## config.mk

```make
export PLATFORM = sky130hd
export DESIGN_NAME = ps2_kbd_rx
export DESIGN_NICKNAME = d
export VERILOG_FILES = /design/src/rtl/ps2_pkg.sv /design/src/rtl/ps2_scan_fifo.sv /design/src/rtl/ps2_kbd_rx.sv
export SDC_FILE = /design/constraint.sdc
export NUM_CORES = 1
export LEC_CHECK = 0
export ABC_CLOCK_PERIOD_IN_PS = 3300
export CORE_ASPECT_RATIO = 1.2
export CORE_MARGIN = 5
export CORE_UTILIZATION = 63
export CTS_BUF_LIST = sky130_fd_sc_hd__clkbuf_16
export DETAILED_ROUTE_END_ITERATION = 8
export DONT_BUFFER_PORTS = 1
export GPL_ROUTABILITY_DRIVEN = 0
export GPL_TIMING_DRIVEN = 0
export PLACE_DENSITY = 0.79
export SYNTH_ARGS = -nofsm -noshare
export SYNTH_HDL_FRONTEND = slang
export SYNTH_SLANG_ARGS = --single-unit
```

## constraint.sdc

```tcl
create_clock -name clk -period 3.3 [get_ports clk]
set_input_delay 0.495 -clock clk [delete_from_list [all_inputs] [get_ports clk]]
set_output_delay 0.495 -clock clk [all_outputs]
set_load 0.01 [all_outputs]
```

## src/rtl/ps2_pkg.sv

```systemverilog
// Shared types and constants for the PS/2 keyboard receiver.
package ps2_pkg;

  typedef enum logic [1:0] {IDLE, DATA, PARITY, STOP} ps2_state_t;

  localparam logic [15:0] PS2_KBD_PORT = 16'h0082;

  // Odd parity holds when the data bits plus the parity bit contain an odd number of ones.
  function automatic logic odd_parity_ok(input logic [7:0] dat, input logic par);
    return ^{dat, par};
  endfunction

endpackage

```

## src/rtl/ps2_scan_fifo.sv

```systemverilog
// Synchronous first-word-fall-through scan-code queue with push, pop, flush and occupancy count.
module ps2_scan_fifo #(
  parameter int DEPTH = 16
) (
  input  logic                   clk,
  input  logic                   rst,
  input  logic                   push_i,
  input  logic [7:0]             push_dat_i,
  input  logic                   pop_i,
  input  logic                   flush_i,
  output logic [7:0]             head_o,
  output logic [$clog2(DEPTH):0] count_o,
  output logic                   full_o,
  output logic                   empty_o
);

  localparam int AW = $clog2(DEPTH);
  localparam int CW = AW + 1;

  logic [7:0]    mem_q [DEPTH];
  logic [AW-1:0] wr_ptr_q, rd_ptr_q;
  logic [CW-1:0] count_q, count_d;
  logic          do_push, do_pop;

  assign empty_o = (count_q == '0);
  assign full_o  = (count_q == CW'(DEPTH));

  // A pop on a full queue frees the slot the same-cycle push needs.
  assign do_pop  = pop_i & ~empty_o;
  assign do_push = push_i & (~full_o | do_pop);

  always_comb begin
    count_d = count_q;
    if (do_push && !do_pop) count_d = count_q + CW'(1);
    if (do_pop && !do_push) count_d = count_q - CW'(1);
  end

  always_ff @(posedge clk) begin
    if (rst || flush_i) begin
      wr_ptr_q <= '0;
      rd_ptr_q <= '0;
      count_q  <= '0;
    end else begin
      if (do_push) wr_ptr_q <= wr_ptr_q + AW'(1);
      if (do_pop)  rd_ptr_q <= rd_ptr_q + AW'(1);
      count_q <= count_d;
    end
  end

  always_ff @(posedge clk) begin
    if (do_push && !flush_i && !rst) mem_q[wr_ptr_q] <= push_dat_i;
  end

  assign head_o  = empty_o ? 8'h00 : mem_q[rd_ptr_q];
  assign count_o = count_q;

endmodule

```

## src/rtl/ps2_kbd_rx.sv

```systemverilog
// PS/2 keyboard receiver: sync + glitch filter, 11-bit frame decode, scan codes into a FWFT queue.
// PS2_TIMEOUT_EN adds an idle watchdog that aborts a stalled partial frame.
module ps2_kbd_rx
  import ps2_pkg::*;
#(
  parameter int FILTER_LEN = 8,
  parameter int FIFO_DEPTH = 16
`ifdef PS2_TIMEOUT_EN
  , parameter int TIMEOUT_CYCLES = 200000
`endif
) (
  input  logic                        clk,
  input  logic                        rst,
  input  logic                        ps2_clk_i,
  input  logic                        ps2_data_i,
  input  logic                        rd_pop,
  input  logic                        flush,
  output logic [7:0]                  rd_data,
  output logic                        rd_valid,
  output logic [$clog2(FIFO_DEPTH):0] fifo_count,
  output logic                        overflow,
  output logic                        frame_err
);

  // Bit 0 carries the PS/2 clock line, bit 1 the data line.
  logic [1:0] pin;
  logic [1:0] s1_q, s2_q, flt_q;
  logic [4:0] flt_cnt_q [2];
  logic       clk_prev_q;
  logic       fe;
  logic       dat;

  ps2_state_t state_q, state_d;
  logic [7:0] shreg_q, shreg_d;
  logic [2:0] bitcnt_q, bitcnt_d;
  logic       par_q, par_d;
  logic       push, err_set;
  logic       frame_err_q, overflow_q;
  logic       fifo_full, fifo_empty;

  assign pin = {ps2_data_i, ps2_clk_i};

  always_ff @(posedge clk) begin
    if (rst) begin
      s1_q       <= 2'b11;
      s2_q       <= 2'b11;
      flt_q      <= 2'b11;
      flt_cnt_q  <= '{default: '0};
      clk_prev_q <= 1'b1;
    end else begin
      s1_q       <= pin;
      s2_q       <= s1_q;
      clk_prev_q <= flt_q[0];
      for (int i = 0; i < 2; i++) begin
        // A new level is adopted only once FILTER_LEN consecutive samples agree on it.
        if (s2_q[i] != flt_q[i]) begin
          if (flt_cnt_q[i] == 5'(FILTER_LEN - 1)) begin
            flt_q[i]     <= s2_q[i];
            flt_cnt_q[i] <= '0;
          end else begin
            flt_cnt_q[i] <= flt_cnt_q[i] + 5'd1;
          end
        end else begin
          flt_cnt_q[i] <= '0;
        end
      end
    end
  end

  assign fe  = clk_prev_q & ~flt_q[0];
  assign dat = flt_q[1];

`ifdef PS2_TIMEOUT_EN
  localparam int TW = $clog2(TIMEOUT_CYCLES + 1);
  logic [TW-1:0] idle_cnt_q;
  logic          timeout_hit;

  assign timeout_hit = (state_q != IDLE) && !fe && (idle_cnt_q == TW'(TIMEOUT_CYCLES - 1));

  always_ff @(posedge clk) begin
    if (rst || fe || state_q == IDLE) idle_cnt_q <= '0;
    else                              idle_cnt_q <= idle_cnt_q + TW'(1);
  end
`endif

  always_comb begin
    state_d  = state_q;
    shreg_d  = shreg_q;
    bitcnt_d = bitcnt_q;
    par_d    = par_q;
    push     = 1'b0;
    err_set  = 1'b0;
    if (fe) begin
      case (state_q)
        IDLE: begin
          if (!dat) begin
            state_d  = DATA;
            bitcnt_d = 3'd0;
          end else begin
            err_set = 1'b1;
          end
        end
        DATA: begin
          shreg_d  = {dat, shreg_q[7:1]};
          bitcnt_d = bitcnt_q + 3'd1;
          if (bitcnt_q == 3'd7) state_d = PARITY;
        end
        PARITY: begin
          par_d   = dat;
          state_d = STOP;
        end
        default: begin
          if (dat && odd_parity_ok(shreg_q, par_q)) push = 1'b1;
          else                                      err_set = 1'b1;
          state_d = IDLE;
        end
      endcase
    end
`ifdef PS2_TIMEOUT_EN
    if (timeout_hit) begin
      state_d = IDLE;
      err_set = 1'b1;
    end
`endif
  end

  always_ff @(posedge clk) begin
    if (rst) begin
      state_q  <= IDLE;
      shreg_q  <= '0;
      bitcnt_q <= '0;
      par_q    <= 1'b0;
    end else begin
      state_q  <= state_d;
      shreg_q  <= shreg_d;
      bitcnt_q <= bitcnt_d;
      par_q    <= par_d;
    end
  end

  // Flush clears the sticky flags but leaves the frame decoder running.
  always_ff @(posedge clk) begin
    if (rst || flush) begin
      frame_err_q <= 1'b0;
      overflow_q  <= 1'b0;
    end else begin
      if (err_set)                      frame_err_q <= 1'b1;
      if (push && fifo_full && !rd_pop) overflow_q  <= 1'b1;
    end
  end

  ps2_scan_fifo #(
    .DEPTH(FIFO_DEPTH)
  ) u_fifo (
    .clk       (clk),
    .rst       (rst),
    .push_i    (push),
    .push_dat_i(shreg_q),
    .pop_i     (rd_pop),
    .flush_i   (flush),
    .head_o    (rd_data),
    .count_o   (fifo_count),
    .full_o    (fifo_full),
    .empty_o   (fifo_empty)
  );

  assign rd_valid  = ~fifo_empty;
  assign overflow  = overflow_q;
  assign frame_err = frame_err_q;

endmodule

```

## After elaboration in Yosys (flattened, before gate mapping)

Memory sizes are Yosys's and may differ from the RTL's. A register that Yosys moved wholly into a read port is not among the register bits.
Index checks and enable logic that the tools add are counted.

| cells by class | value |
|---|---|
| equality and inequality tests | 10 |
| muxes and demuxes | 19 |
| bitwise operators | 9 |
| divide/modulo/power cells | 0 |
| reduce and logical (&&, ||, !) cells | 28 |
| order comparisons | 0 |
| multiply operators | 0 |
| shift-type cells | 0 |
| add/subtract/negate cells | 7 |

Operators by type and width:

| kind | number |
|---|---|
| 5-bit by 1-bit adder with 5-bit output (second input constant) | 3 |
| 5-bit by 3-bit == test with 1-bit output (second input constant) | 2 |
| 5-bit two-way mux | 2 |
| 3-bit OR reduction | 3 |
| 9-bit parity | 1 |
| 4-bit by 1-bit adder with 4-bit output (second input constant) | 2 |
| 1-bit two-way mux | 8 |
| 4-bit two-way mux | 2 |
| 8-bit two-way mux | 1 |
| 2-bit AND reduction | 4 |
| 1-bit logical AND | 7 |
| 2-bit case mux with 3 select lines | 1 |
| 3-bit case mux with 2 select lines | 1 |
| 3-bit AND reduction | 2 |
| 5-bit == test (second input constant) | 1 |
| 1-bit logical NOT | 5 |
| 5-bit logical NOT | 1 |
| 1-bit NOT | 5 |
| 5-bit by 1-bit subtractor with 5-bit output (second input constant) | 1 |
| 2-bit two-way mux | 2 |
| 2-bit != test (second input constant) | 2 |
| 2-bit nonzero test | 2 |
| 3-bit by 1-bit adder with 3-bit output (second input constant) | 1 |
| 1-bit AND | 3 |
| 10 further kinds | 11 |

| storage, ports and cells | value |
|---|---|
| input bits | 6 |
| register bits | 46 |
| memories | 1 |
| ROM bits | 0 |
| RAM bits | 128 |
| word-level logic and storage cells | 90 |
| output and inout bits | 16 |
| latch bits | 0 |

Memory list:

| memory | words | bits a word | read ports | clocked after Yosys merged registers in | wr ports | RTL line | text |
|---|---|---|---|---|---|---|---|
| u_fifo.mem_q | 16 | 8 | 1 | 1 | 1 | ps2_scan_fifo.sv:20 | `logic [7:0] mem_q [DEPTH];` |

## Logic depth before layout (Yosys ltp)

| depth | value |
|---|---|
| depth in word-level cells | 10 |
| mapped depth | 12 |

## By module

Synthesis repeated with hierarchy kept, for this count alone.

| unflattened totals | value |
|---|---|
| cell total of the unflattened synthesis | 485 |
| area, all modules | 7,353.3 µm² |

Modules (own cells, without submodules):

| module | times used | area each (µm²) | cells an instance | sequential area each (µm²) |
|---|---|---|---|---|
| ps2_scan_fifo | 1 | 5,920.7 | 331 | 4,184.0 |
| ps2_kbd_rx | 1 | 1,432.6 | 154 | 660.6 |

## Least setup slack after synthesis

No wires, ideal clock.

| path | value |
|---|---|
| path type | register -> register |
| from | reg shreg_q[1] |
| to | reg u_fifo.count_q[4], in the netlist u_fifo.count_o[4] |
| data required time | 3.228 ns |
| setup time | 0.072 ns |
| slack | 0.377 ns |
| stages on the path, launching flop included | 12 |
| buffers on the path | 0 |
| data arrival time | 2.852 ns |
| cell sequence | dfxtp_1 > xor2_1 > xnor3_2 > mux2i_1 > and2_1 > inv_1 > fa_1 > nor2b_1 > o21a_1 > nor3_1 > a2bb2oi_1 > mux2i_1 |

| on the way | value |
|---|---|
| longest elaborated chain between the ends | 9 |
| elaborated cells between the ends (all ways) | 11 |

Ends and longest elaborated chain:

| item | RTL line | text |
|---|---|---|
| start: declaration | ps2_kbd_rx.sv:34 | `logic [7:0] shreg_q, shreg_d;` |
| start signal: assignment | ps2_kbd_rx.sv:135 | `shreg_q <= shreg_d;` |
| 9-bit parity (*) | ps2_pkg.sv:10 | `return ^{dat, par};` |
| 1-bit logical AND (*) | ps2_kbd_rx.sv:113 | `if (dat && odd_parity_ok(shreg_q, par_q)) push = 1'b1;` |
| 1-bit two-way mux (*) | ps2_kbd_rx.sv:113 |  |
| 1-bit two-way mux (*) | ps2_kbd_rx.sv:94 | `case (state_q)` |
| 1-bit two-way mux (*) | ps2_kbd_rx.sv:93 | `if (fe) begin` |
| 1-bit AND (*) | ps2_scan_fifo.sv:30 | `assign do_push = push_i & (~full_o \| do_pop);` |
| 1-bit logical NOT | ps2_scan_fifo.sv:35 | `if (do_pop && !do_push) count_d = count_q - CW'(1);` |
| 1-bit logical AND | ps2_scan_fifo.sv:35 |  |
| 5-bit two-way mux / 2-bit nonzero test (equally long branches) | - |  |
| end signal: assignment | ps2_scan_fifo.sv:46 | `count_q <= count_d;` |
| end: declaration | ps2_scan_fifo.sv:22 | `logic [CW-1:0] count_q, count_d;` |

Every way passes the cells marked *; elsewhere a longest branch is shown, timed or not.
A chain may end at the register's enable or synchronous reset.

==> impl_metrics.py <==
metrics = {
    "run_status": {
        "status": "finished, final reports clean",
    },
    "placement": {
        "portBuffers": 0,
        "dp_hpwl_um": 8990,
        "pre_cts_slack_ps": -244,
    },
    "worst_setup_path": {
        "end_kind": "output port",
        "start_kind": "register",
        "cpMaxStageDelayCell": "clkbuf_1",
        "r2r_setup_slack_ps": 190,
        "crit_type": "register to output port",
        "worstPathMaxFanout": 10,
        "cpPeakStageDelay_ps": 600,
        "path_depth": 4,
        "crit_buf_inv": 1,
        "cpMostUsedCell": "mux4_2",
        "crit_family": "multiplexers",
        "worstPathRequired_ps": 2800,
        "cp_data_arrival_time_ps": 2650,
        "cp_cell_sequence": "clkbuf_1 > mux4_2 > mux4_2 > nor2b_1",
        "reg2regPathDepth": 11,
    },
    "routing": {
        "vias": 3869,
        "viasPerCell": 5.98,
        "drc_errors": 0,
        "ant_nets": 0,
        "routed_wl_um": 14300,
        "dr.pass1.iters": 4,
        "wl_per_cell_um": 22.0,
        "drtIter0Drc": 285,
    },
    "synth": {
        "yosys-top-cells-area": "edfxtp_1 (53%), dfxtp_1 (14%), mux4_2 (12%)",
        "async_flop_share": 0,
        "yosys.area.top_type": "edfxtp_1",
        "synth_compound_area_frac": 0.0327,
        "synth_mux_area_frac": 0.140,
        "synth.lib_cells_used.distinct": 47,
        "syn_inst": 459,
        "synth_top_family_by_area": "multiplexers",
        "yosysMostFrequentCell": "edfxtp_1",
        "avgSynthCellArea_um2": 15.9,
        "synth-simple-area-share": 0.0863,
        "netlist.area_leader.share": 0.526,
        "synthAdderAreaFrac": 0.0301,
        "ys_ff_latch": 178,
        "synth_xor_area_frac": 0.0300,
        "synth-main-ff-cell": "edfxtp_1",
        "syn_nets": 482,
        "synth_warnings": 0,
        "synth.top_cells.by_count": "edfxtp_1 (128), dfxtp_1 (50), mux4_2 (40)",
        "synth_edf_count": 128,
        "yosysSeqAreaShare": 0.663,
        "syn_area_um2": 7310,
    },
    "grt": {
        "grt_util_met1": 0.287,
        "grt_pass1_vias": 4055,
        "grt_use_met3": 0.0599,
        "grt_pass1_wl_um": 22800,
        "grt_antenna_before_repair": 0,
        "grt_overflow": 0,
        "track_usage": 0.229,
        "use_met2": 0.384,
        "grt-busiest-layer": "met2",
        "grt_max_degree": 21,
    },
    "sta": {
        "slew_headroom": 0.413,
        "clock.fmax_mhz": 318,
        "setup-violations-final": 0,
        "finalCritPeriodShare": 0.953,
        "hold_viol_final": 0,
        "slew_viol_final": 0,
        "fin_crit_ps": 3150,
        "tightest_slew_ps": 877,
        "worst_slack_ps": 154,
        "finClkSkew_ps": 9.13,
        "rsz0062_at_grt": "no",
        "fin_hold_ws_ps": 179,
    },
    "run": {
        "maxCapViolations": 0,
    },
    "floorplan": {
        "ios": 22,
        "die-area_um2": 13900,
        "core_area_um2": 11500,
        "initial_core_util": 0.638,
        "die_y_um": 128,
        "die_w_um": 108,
        "num_rows": 43,
    },
    "final_layout": {
        "nets": 500,
        "antenna-diode-count": 0,
        "multi_input_area_um2": 2330,
        "seqCellArea_um2": 4860,
        "n_fill_cell": 722,
        "drive_gt1_frac": 0.194,
        "areaGrowthSynthToFinish_pct": 11.3,
    },
    "clock_network": {
        "numClockSinks": 178,
        "cts_max_path_buffers": 2,
        "cts_buffers": 17,
        "clk_pin_slew_ps": 60,
        "cts_root_buffer": "clkbuf_16",
        "cts_max_level": 4,
        "cts_tree": "built",
        "clock_latency_ps": 410,
    },
    "worst_hold_path": {
        "hp-class": "input port to register",
        "hold_depth": 1,
    },
    "power": {
        "p_leak_nw": 2.71,
        "powerDensity_nw_per_um2": 534,
        "ir_drop_mv": 0.378,
    },
}
[area by class of cell]
class	instances	share of cell area
Sequential cell	178	0.598
Inverter	17	0.00784
Clock buffer	22	0.0677
Multi-Input combinational cell	248	0.287
Buffer	15	0.00923
Clock inverter	10	0.00646
Tap cell	157	0.0241
[flip-flops by register name (all words and copies together) (netlist names), 2 cells and up, named ones only]
name             count
bitcnt_q             3
u_fifo.count_o       5
s2_q                 2
flt_q                2
flt_cnt_q           10
u_fifo.rd_ptr_q      4
shreg_q              8
u_fifo.mem_q       128
u_fifo.wr_ptr_q      4
state_q              2
s1_q                 2
[through the flow]
step | setup TNS, ps | power [mW] | utilization | instance area, µm² | cells
floorplan | 0 | 2.43 | - | 7310 | 459
global placement | -189 | 2.43 | 0.655 | 7510 | 616
detailed placement | -496 | 2.43 | 0.655 | 7510 | 616
CTS | 0 | 4.38 | 0.709 | 8120 | 648
global route | 0 | 4.49 | 0.710 | 8140 | 647
finish | 0 | 4.34 | 0.710 | 8140 | 647
[cell families (layout without fill, tap and decap cells)]
group,Yosys count,in the layout
flip-flops,178,178
XOR/XNOR,20,20
AO/OA/AOI/OAI,37,37
multiplexers,50,50
AND/OR/NAND/NOR,124,124
buffers and inverters,33,64
adder cells (fa/ha/maj),17,17
[cell usage in the layout (no fill, tap or decap), types with 3 or more instances in the layout]
cell,n
edfxtp_1,128
dfxtp_1,43
mux4_2,40
nand2_1,28
nor2_1,27
inv_1,22
clkbuf_16,22
a21oi_1,18
ha_1,16
nand3_1,14
and2_1,13
nor2b_1,12
clkbuf_1,9
xnor2_1,9
xor2_1,8
or2_2,7
mux2i_1,6
o21ai_0,5
or3_1,5
nor4_1,4
dfxtp_4,4
nor3_1,3
o21a_1,3
dfxtp_2,3
[repair_timing]
action	4_1_cts	5_1_grt
resized for setup	8	9
setup endpoints to repair	12	98
hold buffers	0	0
buffers inserted	0	0
hold endpoints to repair	0	0
[metal layers]
layer  vias up  part of all wire
met4         0             0.024
met1      1966              0.38
met2       115              0.53
met3        20             0.060
li1       1768                 -
met5         -                 0
[final timing paths]
path	endpoint	start
max	rd_data[0]	register
min	s1_q[1]	ps2_data_i
max reg2reg	u_fifo.count_o[4]	shreg_q[1]
min reg2reg	s2_q[0]	s1_q[0]
[where the power goes]
| part | switching [mW] | internal, mW |
|---|---|---|
| Clock | 0.785 | 1.18 |
| Combinational | 0.0111 | 0.00592 |
| Sequential | 0.00144 | 2.36 |
| Total | 0.798 | 3.55 |
Note: power is estimated with default switching activity, not from simulation.
